[src/rtl/alloc_pkg.sv]
// Shared types and helpers for the block allocator scheduler: state encoding,
// size-to-class mapping and lowest-free-slot search.
package alloc_pkg;

    localparam int unsigned NUM_CLASS  = 6;
    localparam int unsigned CLASS_W    = 3;
    localparam int unsigned MAX_SLOTS  = 32;
    localparam int unsigned MAX_SLOT_W = 5;

    typedef enum logic [1:0] {
        IDLE,
        LOOKUP,
        RESP
    } state_e;

    typedef struct packed {
        logic               valid;
        logic [CLASS_W-1:0] cls;
    } class_res_t;

    typedef struct packed {
        logic                  found;
        logic [MAX_SLOT_W-1:0] slot;
    } slot_res_t;

    // Smallest k with 2^k >= size; size 0 or anything above 2^(NUM_CLASS-1) is invalid.
    function automatic class_res_t size_to_class(input logic [NUM_CLASS-1:0] size);
        class_res_t res;
        res = '0;
        if (size != '0) begin
            for (int k = int'(NUM_CLASS) - 1; k >= 0; k--) begin
                if (32'(size) <= (32'd1 << k)) begin
                    res.valid = 1'b1;
                    res.cls   = CLASS_W'(k);
                end
            end
        end
        return res;
    endfunction

    // Lowest index with a clear occupancy bit; unused upper bits must be passed as 1.
    function automatic slot_res_t lowest_free(input logic [MAX_SLOTS-1:0] occ);
        slot_res_t res;
        res = '0;
        for (int s = int'(MAX_SLOTS) - 1; s >= 0; s--) begin
            if (!occ[s]) begin
                res.found = 1'b1;
                res.slot  = MAX_SLOT_W'(s);
            end
        end
        return res;
    endfunction

endpackage

[src/rtl/alloc_rr_arbiter.sv]
// Round-robin arbiter: the first active request at or after ptr_i wins.
module alloc_rr_arbiter #(
    parameter int unsigned NUM_REQ = 4,
    parameter int unsigned IDX_W   = 2
) (
    input  logic [NUM_REQ-1:0] req_i,
    input  logic [IDX_W-1:0]   ptr_i,
    output logic [NUM_REQ-1:0] gnt_c_o,
    output logic [IDX_W-1:0]   idx_c_o,
    output logic               any_c_o
);

    int unsigned cand;

    always_comb begin
        gnt_c_o = '0;
        idx_c_o = '0;
        any_c_o = 1'b0;
        cand    = 0;
        for (int unsigned i = 0; i < NUM_REQ; i++) begin
            cand = (32'(ptr_i) + i) % NUM_REQ;
            if (!any_c_o && req_i[IDX_W'(cand)]) begin
                any_c_o                = 1'b1;
                gnt_c_o[IDX_W'(cand)] = 1'b1;
                idx_c_o                = IDX_W'(cand);
            end
        end
    end

endmodule

[src/rtl/alloc_scheduler.sv]
// Arbitrates allocate requests round-robin, claims the lowest free slot of the
// request's power-of-two class and returns a handle; a free port releases handles.
module alloc_scheduler
    import alloc_pkg::*;
#(
    parameter int unsigned NUM_REQ = 4,
    parameter int unsigned SIZE_W  = 6,
    parameter int unsigned SLOTS   = 4,
    localparam int unsigned IDX_W  = $clog2(NUM_REQ),
    localparam int unsigned SLOT_W = $clog2(SLOTS)
) (
    input  logic                      clk,
    input  logic                      reset,
    input  logic [NUM_REQ-1:0]        req_valid,
    input  logic [NUM_REQ*SIZE_W-1:0] req_size,
    output logic [NUM_REQ-1:0]        req_ready,
    output logic                      resp_valid,
    input  logic                      resp_ready,
    output logic [IDX_W-1:0]          resp_id,
    output logic                      resp_ok,
    output logic [CLASS_W-1:0]        resp_class,
    output logic [SLOT_W-1:0]         resp_slot,
    input  logic                      free_valid,
    input  logic [CLASS_W-1:0]        free_class,
    input  logic [SLOT_W-1:0]         free_slot,
    output logic                      free_ready,
    output logic                      err_double_free,
    output logic                      busy
);

    state_e                         state_q, state_d;
    logic [IDX_W-1:0]               rr_ptr_q, rr_ptr_d;
    logic [IDX_W-1:0]               id_q, id_d;
    logic [SIZE_W-1:0]              size_q, size_d;
    logic [NUM_CLASS-1:0][SLOTS-1:0] bitmap_q, bitmap_d;
    logic                           resp_valid_q, resp_valid_d;
    logic                           resp_ok_q, resp_ok_d;
    logic [IDX_W-1:0]               resp_id_q, resp_id_d;
    logic [CLASS_W-1:0]             resp_class_q, resp_class_d;
    logic [SLOT_W-1:0]              resp_slot_q, resp_slot_d;

    logic [NUM_REQ-1:0]             arb_gnt;
    logic [IDX_W-1:0]               arb_idx;
    logic                           arb_any;
    class_res_t                     cls_res;
    slot_res_t                      slot_res;
    logic [MAX_SLOTS-1:0]           row_ext;

    alloc_rr_arbiter #(
        .NUM_REQ (NUM_REQ),
        .IDX_W   (IDX_W)
    ) u_arb (
        .req_i   (req_valid),
        .ptr_i   (rr_ptr_q),
        .gnt_c_o (arb_gnt),
        .idx_c_o (arb_idx),
        .any_c_o (arb_any)
    );

    assign cls_res = size_to_class(NUM_CLASS'(size_q));

    // Slots beyond SLOTS read as occupied so the search never returns them.
    always_comb begin
        row_ext            = '1;
        row_ext[SLOTS-1:0] = bitmap_q[cls_res.cls];
    end

    assign slot_res = lowest_free(row_ext);

    always_comb begin
        state_d         = state_q;
        rr_ptr_d        = rr_ptr_q;
        id_d            = id_q;
        size_d          = size_q;
        bitmap_d        = bitmap_q;
        resp_valid_d    = resp_valid_q;
        resp_ok_d       = resp_ok_q;
        resp_id_d       = resp_id_q;
        resp_class_d    = resp_class_q;
        resp_slot_d     = resp_slot_q;
        req_ready       = '0;
        free_ready      = 1'b0;
        err_double_free = 1'b0;

        if (!reset) begin
            case (state_q)
                IDLE: begin
                    // Frees take priority; allocate requests simply wait a cycle.
                    if (free_valid) begin
                        free_ready = 1'b1;
                        if ((free_class < CLASS_W'(NUM_CLASS)) && bitmap_q[free_class][free_slot]) begin
                            bitmap_d[free_class][free_slot] = 1'b0;
                        end else begin
                            err_double_free = 1'b1;
                        end
                    end else if (arb_any) begin
                        req_ready = arb_gnt;
                        id_d      = arb_idx;
                        size_d    = req_size[32'(arb_idx)*SIZE_W +: SIZE_W];
                        rr_ptr_d  = (arb_idx == IDX_W'(NUM_REQ - 1)) ? '0 : arb_idx + IDX_W'(1);
                        state_d   = LOOKUP;
                    end
                end
                LOOKUP: begin
                    resp_valid_d = 1'b1;
                    resp_id_d    = id_q;
                    if (cls_res.valid && slot_res.found) begin
                        resp_ok_d    = 1'b1;
                        resp_class_d = cls_res.cls;
                        resp_slot_d  = SLOT_W'(slot_res.slot);
                        bitmap_d[cls_res.cls][SLOT_W'(slot_res.slot)] = 1'b1;
                    end else begin
                        resp_ok_d    = 1'b0;
                        resp_class_d = '0;
                        resp_slot_d  = '0;
                    end
                    state_d = RESP;
                end
                RESP: begin
                    if (resp_ready) begin
                        resp_valid_d = 1'b0;
                        state_d      = IDLE;
                    end
                end
                default: state_d = IDLE;
            endcase
        end
    end

    always_ff @(posedge clk) begin
        if (reset) begin
            state_q      <= IDLE;
            rr_ptr_q     <= '0;
            id_q         <= '0;
            size_q       <= '0;
            bitmap_q     <= '0;
            resp_valid_q <= 1'b0;
            resp_ok_q    <= 1'b0;
            resp_id_q    <= '0;
            resp_class_q <= '0;
            resp_slot_q  <= '0;
        end else begin
            state_q      <= state_d;
            rr_ptr_q     <= rr_ptr_d;
            id_q         <= id_d;
            size_q       <= size_d;
            bitmap_q     <= bitmap_d;
            resp_valid_q <= resp_valid_d;
            resp_ok_q    <= resp_ok_d;
            resp_id_q    <= resp_id_d;
            resp_class_q <= resp_class_d;
            resp_slot_q  <= resp_slot_d;
        end
    end

    assign resp_valid = resp_valid_q;
    assign resp_ok    = resp_ok_q;
    assign resp_id    = resp_id_q;
    assign resp_class = resp_class_q;
    assign resp_slot  = resp_slot_q;
    assign busy       = (state_q != IDLE);

endmodule
[config.mk]
export PLATFORM = sky130hd
export DESIGN_NAME = alloc_scheduler
export DESIGN_NICKNAME = d
export VERILOG_FILES = /design/src/rtl/alloc_pkg.sv /design/src/rtl/alloc_rr_arbiter.sv /design/src/rtl/alloc_scheduler.sv
export SDC_FILE = /design/constraint.sdc
export NUM_CORES = 1
export LEC_CHECK = 0
export CORE_MARGIN = 8
export CORE_UTILIZATION = 54
export DETAILED_ROUTE_END_ITERATION = 10
export PLACE_DENSITY_LB_ADDON = 0.3
export SYNTH_ARGS = -nofsm -noshare
export SYNTH_HDL_FRONTEND = slang
export SYNTH_SLANG_ARGS = --single-unit
[constraint.sdc]
create_clock -name clk -period 4.8 [get_ports clk]
set_clock_uncertainty 0.2 [all_clocks]
set_input_delay 0.96 -clock clk [delete_from_list [all_inputs] [get_ports clk]]
set_output_delay 0.96 -clock clk [all_outputs]
set_load 0.05 [all_outputs]
==> results of run 1 <==
-- registers in the layout, summed over array words and instances, names as in the netlist --
| register | flops |
|---|---|
| size_q | 6 |
| state_q | 2 |
| resp_id | 2 |
| resp_ok | 1 |
| bitmap_q | 24 |
| resp_slot | 2 |
| rr_ptr_q | 2 |
| resp_class | 3 |
| id_q | 2 |
| resp_valid | 1 |
-- cell families after synthesis --
family	count (synthesis)
AND/OR/NAND/NOR	136
flip-flops	45
buffers and inverters	37
multiplexers	29
adder cells (fa/ha/maj)	9
AO/OA/AOI/OAI	142
-- layout make-up --
type                       instances  area [sq um]
inverter                          12          45.0
sequential                        45           901
timing repair buffer              58           616
clock buffer                       7          96.3
tap                               72          90.1
clock inverter                     1          5.00
fill                             467          1720
multi-input combinational        316          2070
-- worst max-delay path, cell delays in order --
cell             delay (ns)
clkdlybuf4s50_1        0.52
nor2b_1                0.21
a21o_1                 0.19
or3_1                  0.34
a21boi_0               0.39
a222oi_1               0.19
a21oi_1                0.26
buf_12                 0.18
-- layout by cell type (no fill, tap or decap), types with 6 or more instances in the layout --
| cell | Yosys | final |
|---|---|---|
| o31ai_1 | 7 | 7 |
| clkbuf_8 | 0 | 7 |
| nor2_1 | 40 | 40 |
| ha_1 | 9 | 9 |
| nand3_1 | 13 | 13 |
| nand3b_1 | 6 | 6 |
| nand2b_1 | 10 | 10 |
| clkdlybuf4s50_1 | 0 | 47 |
| buf_4 | 1 | 6 |
| a21oi_1 | 34 | 34 |
| o22ai_1 | 12 | 12 |
| nand2_1 | 28 | 28 |
| a21o_1 | 10 | 10 |
| o21ai_0 | 20 | 20 |
| inv_1 | 12 | 12 |
| o21ai_1 | 8 | 8 |
| mux2i_1 | 28 | 28 |
| dfxtp_1 | 45 | 45 |
| o211ai_1 | 9 | 9 |
-- metal layers --
metal	track usage [%]	share of wire [%]	wire (microns)	up-vias
li1	-	-	-	1569
met1	24.7	42	3680	1518
met2	33.6	47	4100	163
met3	5.79	8.7	769	29
met4	10.2	2.8	248	0
met5	0	0	0	-
-- path summary, 6_finish.rpt --
check | start | slack (ns) | cells past startpoint | endpoint
setup / recovery | req_valid[0] | 0.41 | 8 | req_ready[3]
hold / removal | resp_ok | 0.25 | 2 | resp_ok
setup reg to reg | rr_ptr_q[1] | 1.41 | 10 | size_q[1]
hold reg to reg | resp_ok | 0.25 | 2 | resp_ok
-- power groups by stage --
| stage | registers, W | logic, W | clock network (W) |
|---|---|---|---|
| 4_1_cts | 0.000447 | 0.000691 | 0.000261 |
| 3_3_place_gp | 0.000453 | 0.000670 | 0 |
| 2_1_floorplan | 0.000439 | 0.000525 | 0 |
| 3_5_place_dp | 0.000455 | 0.000687 | 0 |
| 6_report | 0.000448 | 0.000708 | 0.000262 |
| 5_1_grt | 0.000455 | 0.000757 | 0.000276 |
-- metrics by stage --
| stage | cell area (sq um) | total power, W | std cells | hold WS, ns |
|---|---|---|---|---|
| floorplan | 3130 | 0.000964 | 398 | 0.254 |
| global placement | 3720 | 0.00112 | 503 | 0.232 |
| global route | 3820 | 0.00149 | 511 | 0.257 |
| finish | 3820 | 0.00142 | 511 | 0.251 |
| CTS | 3820 | 0.00140 | 511 | 0.252 |
| detailed placement | 3720 | 0.00114 | 503 | 0.241 |
==> out/summary.log, run 1 <==
INFO  run_status     run_status=complete, no violations
INFO  placement      post-dp-hpwl=6710microns
INFO  clock_network  cts.sinks=45
INFO  grt            grt_pass1_wl=14900microns
INFO  cells_and_area post_route_cells_drive_above_1_share=9.11%
INFO  placement      place_ws=0.423ns
INFO  drt            num_vias=3279
INFO  worst_setup_path critical_path.max_fanout=8
INFO  synthesis      yosys.cell_count.top_type=dfxtp_1
INFO  grt            grt_max_degree=24
INFO  worst_setup_path cp-start-kind=input pin
INFO  clock_network  tritoncts.num_buffers=5
INFO  cells_and_area postLayoutCoreUtil=69.0%
INFO  floorplan      effective_utilization_at_floorplan=56.5%
INFO  pwr            power_frac_comb=49.9%
INFO  synthesis      synth_enable_flop_cells=0
INFO  floorplan      die_height=92.2microns
INFO  drt            drt-total-wl=8800microns
INFO  drt            final_antenna_net_count=0
INFO  synthesis      yosys.area_share.simple=22.5%
INFO  sta            postLayoutSetupSlackWorst=0.406ns
INFO  drt            detail_route.vias_per_cell=6.42
INFO  sta            final_min_period_over_clock_period=91.5%
INFO  synthesis      postSynthRegisterBits=45
INFO  clock_network  cts.htree.levels=2
INFO  pwr            power-per-cell-area=371mW/mm^2
INFO  pwr            p_seq_share=31.6%
INFO  sta            relSlewSlack=54.8%
INFO  min_path       worstHoldPathType=flip-flop to flip-flop
INFO  synthesis      synth_top_family_by_area=compound AO/OA/AOI/OAI gates
INFO  clock_network  clock_tree_buf_depth=2
INFO  floorplan      row_cnt=27
INFO  sta            report.final.slew_viol_count=0
INFO  placement      placement.io_buffers=52
INFO  synthesis      synth_top_flop_cell=dfxtp_1
INFO  sta            hold_viol_final=0
INFO  pwr            switching_share=42.8%
INFO  floorplan      die_area=0.00849sqmm
INFO  clock_network  cts_root_buf=clkbuf_8
INFO  pwr            p_leak=1.49nW
INFO  drt            detail_route.first_pass.iterations=6
INFO  cells_and_area diodes=0
INFO  synthesis      synth_compound_gate_area_share=30.8%
INFO  synthesis      mux_contribution_to_synthesized_area=9.31%
INFO  pwr            switching_power=0.000607W
INFO  synthesis      synth_top_cells_by_area=dfxtp_1 (29%), mux2i_1 (8.9%), a21oi_1 (5.4%), nor2_1 (4.8%), ha_1 (3.6%)
INFO  synthesis      synth_top_cell_by_area=dfxtp_1
INFO  worst_setup_path worst-endpoint-required=3.64ns
INFO  sta            post-route-min-period=4.39ns
INFO  sta            setup_viol=0
INFO  synthesis      synthesis.nets=444
INFO  worst_setup_path critical_path_class=input pin to output port
INFO  pwr            cell_internal_pwr=0.000811W
INFO  sta            timing.setup.tns=0ns
INFO  clock_network  cts_tree=built
INFO  cells_and_area nets=484
INFO  synthesis      ys_top_cells_by_count=dfxtp_1 (45), nor2_1 (40), a21oi_1 (34), mux2i_1 (28), nand2_1 (28)
INFO  worst_setup_path worstSetupEndpointType=output port
INFO  grt            grt_overflow_total=0
INFO  floorplan      dieWidth=92.2microns
INFO  synthesis      syn-cell-area=0.00313sqmm
INFO  sta            grt_setup_unrepaired=no
INFO  grt            global_route.usage.total=20.8%
INFO  placement      gp_congestion=0.927
INFO  clock_network  ctsResizeCount=0
INFO  drt            drc=0
INFO  job            max-cap-violations=0
INFO  drt            drt_iter0_markers=265
INFO  clock_network  clkLatencyLatePin=0.30ns
INFO  synthesis      synth-xor-area-share=0%
INFO  sta            worst-slew-pin-transition=0.676ns
INFO  synthesis      synthesis.yosys.warnings=0
INFO  clock_network  post-cts-setup-buffers=0
INFO  synthesis      synth_area_per_cell=7.87squm
INFO  sta            fmaxAchievable=228MHz
INFO  synthesis      synth.lib_cells_used.distinct=60
INFO  cells_and_area area_delta_synth_final=22.1%
INFO  pwr            irDropWorstVdd=203uV
INFO  synthesis      synthesis.instances=398
INFO  synthesis      synth_largest_type_area_fraction=28.8%
INFO  grt            antenna_violations_before_repair=0
INFO  synthesis      ys_seq_area_share=28.8%
INFO  pwr            clockPowerShare=18.5%
INFO  clock_network  worst_setup_hold_path_clk_slew=0.08ns
INFO  grt            via_count_of_the_first_global_routing_pass=3261
INFO  floorplan      fp.coreArea=0.00554sqmm
INFO  synthesis      synth_async_sr_flop_share=0%
INFO  synthesis      synth_fa_ha_area_share=3.60%
INFO  clock_network  cts_hold_buf=0
INFO  drt            routed_wire_length_per_instance=17.2microns
INFO  floorplan      design.portCount=53
INFO  worst_setup_path cp.arrival=3.23ns
(Power assumes the default switching activity.)
==> inputs of run 2 (changes only) <==
--- a/config.mk
+++ b/config.mk
@@ -5,10 +5,9 @@
 export SDC_FILE = /design/constraint.sdc
 export NUM_CORES = 1
 export LEC_CHECK = 0
-export CORE_MARGIN = 8
 export CORE_UTILIZATION = 54
 export DETAILED_ROUTE_END_ITERATION = 10
-export PLACE_DENSITY_LB_ADDON = 0.3
+export PLACE_DENSITY = 0.93
 export SYNTH_ARGS = -nofsm -noshare
 export SYNTH_HDL_FRONTEND = slang
 export SYNTH_SLANG_ARGS = --single-unit
==> out/summary.log, run 2 (same netlist as run 1, synthesis figures left out) <==
INFO  floorplan      dieWidth=78.2microns
INFO  clock_network  ctsResizeCount=0
INFO  worst_setup_path critPathLaunch=req_valid[2]
INFO  placement      placedCellCount=505
INFO  sta            fmaxAchievable=226MHz
INFO  pwr            irDropWorstVdd=178uV
INFO  drt            num_vias=3381
INFO  grt            antenna_violations_before_repair=0
INFO  grt            via_count_of_the_first_global_routing_pass=3052
INFO  pwr            p_seq_share=30.5%
INFO  floorplan      fp.coreArea=0.00554sqmm
INFO  worst_setup_path cp.arrival=3.27ns
INFO  cells_and_area registers.top_by_ff_count=bitmap_q
INFO  drt            drt_iter0_markers=587
INFO  clock_network  clock_tree_buf_depth=2
INFO  drt            routed_wire_length_per_instance=17.5microns
INFO  sta            timing.setup.tns=0ns
INFO  pwr            cell_internal_pwr=0.000852W
INFO  min_path       worstHoldPathType=flip-flop to flip-flop
INFO  placement      dpl_cell_area=0.00374sqmm
INFO  worst_setup_path worst-endpoint-required=3.64ns
INFO  worst_setup_path critical_path_class=input pin to output port
INFO  floorplan      effective_utilization_at_floorplan=56.5%
INFO  pwr            switching_share=42.1%
INFO  clock_network  cts.sinks=45
INFO  cells_and_area diodes=0
INFO  drt            final_antenna_net_count=0
INFO  clock_network  cts.htree.levels=2
INFO  sta            setup_viol=0
INFO  sta            final_min_period_over_clock_period=92.4%
INFO  drt            detail_route.vias_per_cell=6.59
INFO  floorplan      die_height=78.2microns
INFO  run_status     run_status=complete, no violations
INFO  grt            grt_overflow_total=0
INFO  grt            grt_max_degree=17
INFO  pwr            power_frac_comb=48.9%
INFO  clock_network  post-cts-setup-buffers=0
INFO  cells_and_area mostFrequentLayoutCells=clkdlybuf4s50_1 (47), dfxtp_1 (45), nor2_1 (40)
INFO  clock_network  cts_root_buf=clkbuf_8
INFO  drt            drc=0
INFO  cells_and_area post-route-cell-area=0.00385sqmm
INFO  sta            postLayoutSetupSlackWorst=0.365ns
INFO  pwr            power-per-cell-area=381mW/mm^2
INFO  placement      gp_congestion=0.944
INFO  cells_and_area area_delta_synth_final=23.1%
INFO  cells_and_area largest_reg_flops=24
INFO  min_path       min_delay_startpoint=resp_ok
INFO  floorplan      design.portCount=53
INFO  clock_network  tritoncts.num_buffers=5
INFO  placement      post-dp-hpwl=6720microns
INFO  cells_and_area layoutNonFillerInstCount=513
INFO  drt            drt-total-wl=8990microns
INFO  sta            final_hold_slack=0.259ns
INFO  worst_setup_path timing.rr.start=rr_ptr_q[1]
INFO  cells_and_area nets=486
INFO  floorplan      row_cnt=27
INFO  cells_and_area final_common_cell=clkdlybuf4s50_1
INFO  placement      placement.io_buffers=52
INFO  clock_network  worst_setup_hold_path_clk_slew=0.09ns
INFO  sta            worst-slew-pin-transition=0.725ns
INFO  sta            relSlewSlack=51.5%
INFO  placement      place_ws=0.447ns
INFO  clock_network  cts_tree=built
INFO  sta            post-route-min-period=4.43ns
INFO  sta            report.final.slew_viol_count=0
INFO  clock_network  cts_hold_buf=0
INFO  floorplan      die_area=0.00611sqmm
INFO  job            max-cap-violations=0
INFO  grt            global_route.usage.total=29.7%
INFO  worst_setup_path ff2ff_setup_slack=1.33ns
INFO  grt            grt_pass1_wl=14400microns
INFO  pwr            switching_power=0.000619W
INFO  cells_and_area post_route_cells_drive_above_1_share=9.30%
INFO  worst_setup_path cp-start-kind=input pin
INFO  pwr            p_leak=1.50nW
INFO  clock_network  clkLatencyLatePin=0.31ns
INFO  drt            detail_route.first_pass.iterations=7
INFO  worst_setup_path critical_path.max_fanout=9
INFO  sta            hold_viol_final=0
INFO  pwr            clockPowerShare=20.5%
INFO  worst_setup_path worstSetupEndpointType=output port
INFO  sta            grt_setup_unrepaired=no
## run 2: final timing paths
kind / end / cells past startpoint
max reg2reg: rr_ptr_q[1] / 11
min reg2reg: resp_ok / 2
max: req_ready[1] / 8
min: resp_ok / 2
## run 2: area by class of cell
class	instances	area (sq um)
Inverter	12	45.0
Multi-Input combinational cell	316	2070
Clock buffer	7	86.3
Tap cell	72	90.1
Fill cell	425	1690
Sequential cell	45	901
Timing Repair Buffer	60	631
Clock inverter	1	30.0
## run 2: routing by layer
metal	vias to the layer above	GRT usage, %	wire length [microns]	part of all wire, %
met2	219	48.7	4160	46
li1	1578	-	-	-
met5	-	0	0	0
met3	37	5.47	823	9.2
met4	0	15.2	379	4.2
met1	1547	37.1	3630	40
## run 2: through the flow
| stage | utilization (%) | power, W |
|---|---|---|
| after detailed placement | 67.5 | 0.00115 |
| after CTS | 69.6 | 0.00145 |
| after global routing | 69.6 | 0.00154 |
| after floorplan | - | 0.000964 |
| after global placement | 67.5 | 0.00112 |
| final | 69.6 | 0.00147 |
## run 2: worst max-delay path, stage by stage
cell             delay (ns)
clkdlybuf4s50_1        0.62
or3b_2                 0.47
a21oi_1                0.17
a31oi_1                0.06
o32ai_1                0.36
nand2_1                0.14
a21oi_1                0.31
buf_12                 0.18
## run 2: power by group through the flow
stage / Clock (W) / Combinational [W] / Sequential (W)
after floorplan: 0 / 0.000525 / 0.000439
after global placement: 0 / 0.000667 / 0.000453
after detailed placement: 0 / 0.000695 / 0.000455
after CTS: 0.000301 / 0.000700 / 0.000447
after global routing: 0.000316 / 0.000768 / 0.000453
final: 0.000302 / 0.000719 / 0.000449
